--- config.mk ---
export PLATFORM = sky130hd
export DESIGN_NAME = dsp_sdm_out
export DESIGN_NICKNAME = d
export VERILOG_FILES = /design/src/rtl/dsp_sdm_out.sv
export SDC_FILE = /design/constraint.sdc
export NUM_CORES = 1
export LEC_CHECK = 0
export BUFFER_PORTS_ARGS = -buffer_cell sky130_fd_sc_hd__buf_2
export CAP_MARGIN = 20
export CORE_MARGIN = 2
export CORE_UTILIZATION = 50
export DETAILED_ROUTE_END_ITERATION = 6
export PLACE_DENSITY = 0.69
export SYNTH_ARGS = -nofsm -noshare
export SYNTH_HDL_FRONTEND = slang
export SYNTH_SLANG_ARGS = --single-unit
export TNS_END_PERCENT = 5
--- constraint.sdc ---
create_clock -name clk -period 2.5 [get_ports clk]
set_clock_uncertainty 0.05 [all_clocks]
set_input_delay 0.5 -clock clk [delete_from_list [all_inputs] [get_ports clk]]
set_output_delay 0.5 -clock clk [all_outputs]
set_load 0.005 [all_outputs]
--- src/rtl/dsp_sdm_out.sv ---
// dsp_sdm_out: one-deep sample buffer, frame-rate loader and first-order delta-sigma PDM output.
// Define DSP_SDM_DITHER_EN to add LFSR dither (1 LSB) on the modulator input.
module dsp_sdm_out #(
    parameter int BITS    = 16,
    parameter int FPWIDTH = 12,
    parameter int DIV     = 256
) (
    input  logic                   clk,
    input  logic                   rst_n,
    input  logic signed [BITS-1:0] sample_in,
    input  logic                   sample_valid,
    output logic                   sample_ready,
    output logic                   frame_tick,
    output logic                   pdm_out,
    output logic [7:0]             underrun_cnt
);
    localparam int CW = $clog2(DIV);
    localparam int EW = (BITS > FPWIDTH + 2) ? BITS : FPWIDTH + 2;
    localparam logic signed [EW-1:0] CLIP_MAX = EW'((2 ** FPWIDTH) - 1);
    localparam logic signed [EW-1:0] CLIP_MIN = EW'(-(2 ** FPWIDTH));
    localparam logic [CW-1:0] LAST = CW'(DIV - 1);

    typedef enum logic {IDLE, RUN} state_t;

    logic [CW-1:0]          cnt_q, cnt_d;
    logic signed [FPWIDTH:0] hold_q, cur_q, clamped;
    logic                   holdFull_q;
    logic [FPWIDTH:0]       acc_q, acc_d;
    logic                   pdm_q, pdm_d;
    logic [7:0]             underrun_q;
    state_t                 state_q;
    logic signed [EW-1:0]   sampleExt;
    logic                   transfer;
    logic [FPWIDTH:0]       u, uMod;
    logic [FPWIDTH+1:0]     sum;

    // Widen before clamping so a BITS narrower or wider than the clip range both work.
    assign sampleExt = EW'(sample_in);

    always_comb begin
        clamped = sampleExt[FPWIDTH:0];
        if (sampleExt > CLIP_MAX) begin
            clamped = CLIP_MAX[FPWIDTH:0];
        end else if (sampleExt < CLIP_MIN) begin
            clamped = CLIP_MIN[FPWIDTH:0];
        end
    end

    assign frame_tick   = (cnt_q == LAST);
    assign sample_ready = !holdFull_q;
    assign transfer     = sample_valid && !holdFull_q;
    assign cnt_d        = frame_tick ? '0 : cnt_q + CW'(1);

    // Adding 2^FPWIDTH to a two's-complement value is just flipping its sign bit.
    assign u = {~cur_q[FPWIDTH], cur_q[FPWIDTH-1:0]};

`ifdef DSP_SDM_DITHER_EN
    logic [15:0]        lfsr_q;
    logic [FPWIDTH+1:0] uWide;

    assign uWide = {1'b0, u} + {{(FPWIDTH + 1){1'b0}}, lfsr_q[0]};
    assign uMod  = uWide[FPWIDTH+1] ? '1 : uWide[FPWIDTH:0];

    always_ff @(posedge clk) begin
        if (!rst_n) begin
            lfsr_q <= 16'hACE1;
        end else begin
            lfsr_q <= {lfsr_q[14:0], lfsr_q[15] ^ lfsr_q[13] ^ lfsr_q[12] ^ lfsr_q[10]};
        end
    end
`else
    assign uMod = u;
`endif

    assign sum   = {1'b0, acc_q} + {1'b0, uMod};
    assign pdm_d = sum[FPWIDTH+1];
    assign acc_d = sum[FPWIDTH:0];

    // On the frame-load cycle the buffer is drained, or an arriving sample bypasses it.
    always_ff @(posedge clk) begin
        if (!rst_n) begin
            cnt_q      <= '0;
            acc_q      <= '0;
            pdm_q      <= 1'b0;
            cur_q      <= '0;
            hold_q     <= '0;
            holdFull_q <= 1'b0;
            underrun_q <= '0;
            state_q    <= IDLE;
        end else begin
            cnt_q <= cnt_d;
            acc_q <= acc_d;
            pdm_q <= pdm_d;
            if (frame_tick) begin
                if (holdFull_q) begin
                    cur_q      <= hold_q;
                    holdFull_q <= 1'b0;
                    state_q    <= RUN;
                end else if (transfer) begin
                    cur_q   <= clamped;
                    state_q <= RUN;
                end else if (state_q == RUN && underrun_q != 8'hFF) begin
                    underrun_q <= underrun_q + 8'd1;
                end
            end else if (transfer) begin
                hold_q     <= clamped;
                holdFull_q <= 1'b1;
            end
        end
    end

    assign pdm_out      = pdm_q;
    assign underrun_cnt = underrun_q;

endmodule

---- Word-level counts from Yosys, hierarchy flattened ----
Cells that the tools add are included.
operators by class
  add/sub/neg operators ................... 3
  magnitude comparators ................... 2
  equality and inequality tests ........... 2
  muxes and demuxes ....................... 6
  bitwise logic cells ..................... 5
  reduce and logical (&&, ||, !) cells .... 8
operators by type and width
  kind                                                                               number
  13-bit two-way mux                                                                 4
  8-bit by 1-bit adder with 8-bit output, second input constant                      2
  16-bit by 13-bit greater-than comparator with 1-bit output, second input constant  1
  16-bit by 13-bit less-than comparator with 1-bit output, second input constant     1
  13-bit by 13-bit adder with 14-bit output                                          1
  8-bit == test, second input constant                                               1
  8-bit != test, second input constant                                               1
  1-bit inverter                                                                     5
  2-bit AND reduction                                                                2
  4-bit AND reduction                                                                1
  1-bit logical AND                                                                  2
  1-bit two-way mux                                                                  2
  2-bit nonzero test                                                                 1
  2-bit OR reduction                                                                 1
  1-bit logical NOT                                                                  1
word-level totals
  register bits after elaboration ......... 58
  input bits .............................. 19

---- Logic depth before layout (Yosys ltp) ----
  word-level depth ........................ 5
  depth in mapped cells ................... 8

---- Worst setup path before layout ----
Ideal clock, no wire load.
  kind .................................... register to register
  start ................................... reg cur_q[0]
  end ..................................... reg acc_q[12]
  library setup time ...................... 72 ps
  arrival time ............................ 1793 ps
  path slack .............................. 585 ps
  cell stages (with the launch flop) ...... 9
  path buffers ............................ 0
  cells stage by stage .................... dfxtp_1 -> ha_1 -> inv_1 -> fa_1 -> nor2b_1 -> o31a_1 -> o31a_1 -> a311oi_1 -> mux2i_1
on the way
  longest elaborated chain between the ends .. 1
RTL lines
  element                                    line  RTL
  start, declared                            26    logic signed [FPWIDTH:0] hold_q, cur_q, clamped;
  start signal, assigned                     96    cur_q <= hold_q;
  start signal, assigned                     100   cur_q <= clamped;
  13-bit by 13-bit adder with 14-bit output  75    assign sum = {1'b0, acc_q} + {1'b0, uMod};
  end signal, assigned                       83    acc_q <= '0;
  end signal, assigned                       92    acc_q <= acc_d;
  end, declared                              28    logic [FPWIDTH:0] acc_q, acc_d;
Every way passes these cells.
A chain may end at the register's enable or synchronous reset.

---- Worst setup path in the final report ----
  start ................................... reg cnt_q[0]
  end ..................................... out frame_tick
on the way
  longest elaborated chain between the ends .. 1
RTL lines
  element                 line  RTL
  start, declared         25    logic [CW-1:0] cnt_q, cnt_d;
  start signal, assigned  91    cnt_q <= cnt_d;
  8-bit == test           49    assign frame_tick = (cnt_q == LAST);
  end, declared           13    output logic frame_tick,
Every way passes these cells.

==> results_dict.tcl <==
set metrics [dict create \
    utilization_pct 58.9 \
    ctsHoldBuffers 0 \
    yosysTopAreaCellShare_pct 39.9 \
    critPathLaunchType "register" \
    drc 0 \
    min_path_cells 3 \
    p_leak_nw 1.45 \
    rsz0062_at_grt "no" \
    ir_drop_mv 0.277 \
    netlist_area_um2 2910 \
    grt_max_degree 27 \
    post_cts_buffers 0 \
    avgViaCountPerCell 5.44 \
    setup_tns_ns 0 \
    fp-row-count 27 \
    p_sw_share_pct 25.3 \
    clkPwrFrac_pct 40.8 \
    grt_antenna_before_repair 0 \
    wirelength_um 6030 \
    async_flop_share_pct 0 \
    hold_viol 0 \
    start_util_pct 52.1 \
    hpwl_um 4150 \
    drt-initial-drc-count 91 \
    dieWidth_um 80.2 \
    hold_slack_ns 0.395 \
    drt_first_pass_iters 4 \
    cts_buffer_depth 2 \
    crit_type "register to primary output" \
    hold_path_class "primary input to register" \
    switchingPower_mw 0.466 \
    final_cell_area_um2 3280 \
    worstPathMaxFanout 13 \
    period_share_pct 88.1 \
    cp.required_ns 1.95 \
    htree_levels 3 \
    syn_to_final_growth_pct 12.9 \
    ff2ff_path_depth 8 \
    syn_inst 339 \
    wl_per_cell_um 13.6 \
    status "finished clean" \
    synth-main-ff-cell "dfxtp_1" \
    ys_ff_latch 58 \
    slew_headroom_pct 55.7 \
    coreArea_um2 5570 \
    grt_pass1_wl_um 10100 \
    pwr-share-seq_pct 52.0 \
    cts_buffers 9 \
    place_congestion 0.843 \
    fin_total_pwr_mw 1.85 \
    max_freq_mhz 454 \
    synth-edff-count 0 \
    drive_gt1_share_pct 17.2 \
    antenna_left 0 \
    placed_cell_area_um2 3110 \
    tritoncts "built" \
    nets 402 \
    die_y_um 80.2 \
    grt_overflow 0 \
    cts_root_buf "clkbuf_8" \
    synth.distinct_cells 48 \
    track_usage_pct 20.2 \
    ctsResizeCount 0 \
    cap_violations 0 \
    portBuffers 29 \
    synth_area_leaders "dfxtp_1, ha_1, nand2_1" \
    worst_slew_pin_slew_ns 0.657 \
    worstSetupEndpointType "primary output" \
    period_needed_ns 2.20 \
    yosysTopAreaCell "dfxtp_1" \
    cts_sinks 58 \
    path_clk_slew_ns 0.06 \
    dieArea_um2 6440 \
    grt_pass1_vias 2214 \
    ys_warn_count 0 \
    p_per_area_nw_per_um2 563 \
    combPwrFrac_pct 7.2 \
    p_int_mw 1.38 \
    vias 2415 \
    cp.arrival_ns 1.65 \
    clkLatencyLatePin_ns 0.33 \
    antenna_cells 0 \
    synth_fp_nets 374 \
    num_io_pins 30 \
    finalMaxSlewViolations 0 \
    avgSynthCellArea_um2 8.57 \
    ys_seq_area_share_pct 39.9 \
    setup_viol 0 \
]
## layout make-up
| type | instances | area [µm²] |
|---|---|---|
| clock inverter | 5 | 30.0 |
| multi-input combinational | 253 | 1630 |
| clock buffer | 11 | 141 |
| timing repair buffer | 36 | 198 |
| fill | 520 | 2290 |
| inverter | 9 | 33.8 |
| sequential | 58 | 1160 |
| tap | 72 | 90.1 |
## power by group through the flow
| stage | logic, mW | clock network, mW | registers, mW |
|---|---|---|---|
| floorplan | 0.0911 | 0 | 0.976 |
| global placement | 0.131 | 0 | 0.980 |
| detailed placement | 0.131 | 0 | 0.980 |
| CTS | 0.132 | 0.777 | 0.959 |
| global route | 0.149 | 0.822 | 0.961 |
| finish | 0.133 | 0.753 | 0.959 |
## worst max-delay path: stages (launching register included)
cell     delay (ns)
dfxtp_1        0.37
ha_1           0.23
nand2_1        0.09
or3_4          0.45
inv_1          0.07
buf_2          0.10
## per-layer routing
metal / track usage (%) / up-vias / part of all wire, %
li1: - / 1257 / -
met1: 28.9 / 1109 / 53
met2: 28.8 / 42 / 42
met3: 5.39 / 7 / 3.3
met4: 7.63 / 0 / 1.1
met5: 0 / - / 0
## cells in the mapped netlist (3+ instances only)
master    count
o211a_1      12
or2_2         5
dfxtp_1      58
clkbuf_1     15
o21a_1        6
xor2_1        3
nand2b_1     11
nor2_1       29
inv_1         8
xnor2_1      11
mux2i_1       5
ha_1         15
a21o_1        4
nand4_1       3
nor4_1        5
nor3_1        7
o21ai_0      19
o31a_1        5
o211ai_1     13
nand2_1      41
nand3_1       9
a21oi_1      22
## cell families (layout without fill, tap and decap cells)
family | count (synthesis) | after routing | share of synthesized area [%]
compound gates | 92 | 92 | 21.8
xor+xnor | 14 | 14 | 4.22
fa+ha+maj | 16 | 16 | 7.15
buf+inv | 28 | 61 | 4.09
flops | 58 | 58 | 39.9
mux | 5 | 5 | 1.72
simple gates | 126 | 126 | 21.1
## stage by stage
step | setup slack, ns | cells
after detailed placement | 0.396 | 428
after global routing | 0.147 | 444
final | 0.298 | 444
after CTS | 0.280 | 444
after global placement | 0.503 | 428
after floorplan | 0.585 | 339
## registers in the layout, summed over array words and instances, names as in the netlist
register	cells
underrun_cnt	8
pdm_out	1
holdFull_q	1
acc_q	13
state_q	1
cur_q	13
cnt_q	8
hold_q	13
## worst paths after layout
kind / startpoint / end / slack (ns)
max: cnt_q[0]$_SDFF_PP0_ / frame_tick / 0.30
min: sample_in[15] / hold_q[12]$_SDFFE_PN0P_ / 0.40
max reg2reg: cur_q[0]$_SDFFE_PN0P_ / acc_q[12]$_SDFF_PN0_ / 0.37
min reg2reg: hold_q[9]$_SDFFE_PN0P_ / hold_q[9]$_SDFFE_PN0P_ / 0.41
## cells in the final DEF, fill, tap and decap left out, types with 3 or more instances in the layout
cell,n
a21oi_1,22
nand2_1,41
or2_2,5
o211a_1,12
o21a_1,6
buf_2,29
nor3_1,7
clkbuf_8,10
clkinv_2,3
o31a_1,5
nand4_1,3
nor2_1,29
o21ai_0,19
nor4_1,5
ha_1,15
inv_1,8
o211ai_1,13
buf_4,7
dfxtp_1,58
a21o_1,4
nand2b_1,11
mux2i_1,5
nand3_1,9
xnor2_1,11
xor2_1,3
Note: power is estimated with default switching activity, not from simulation.
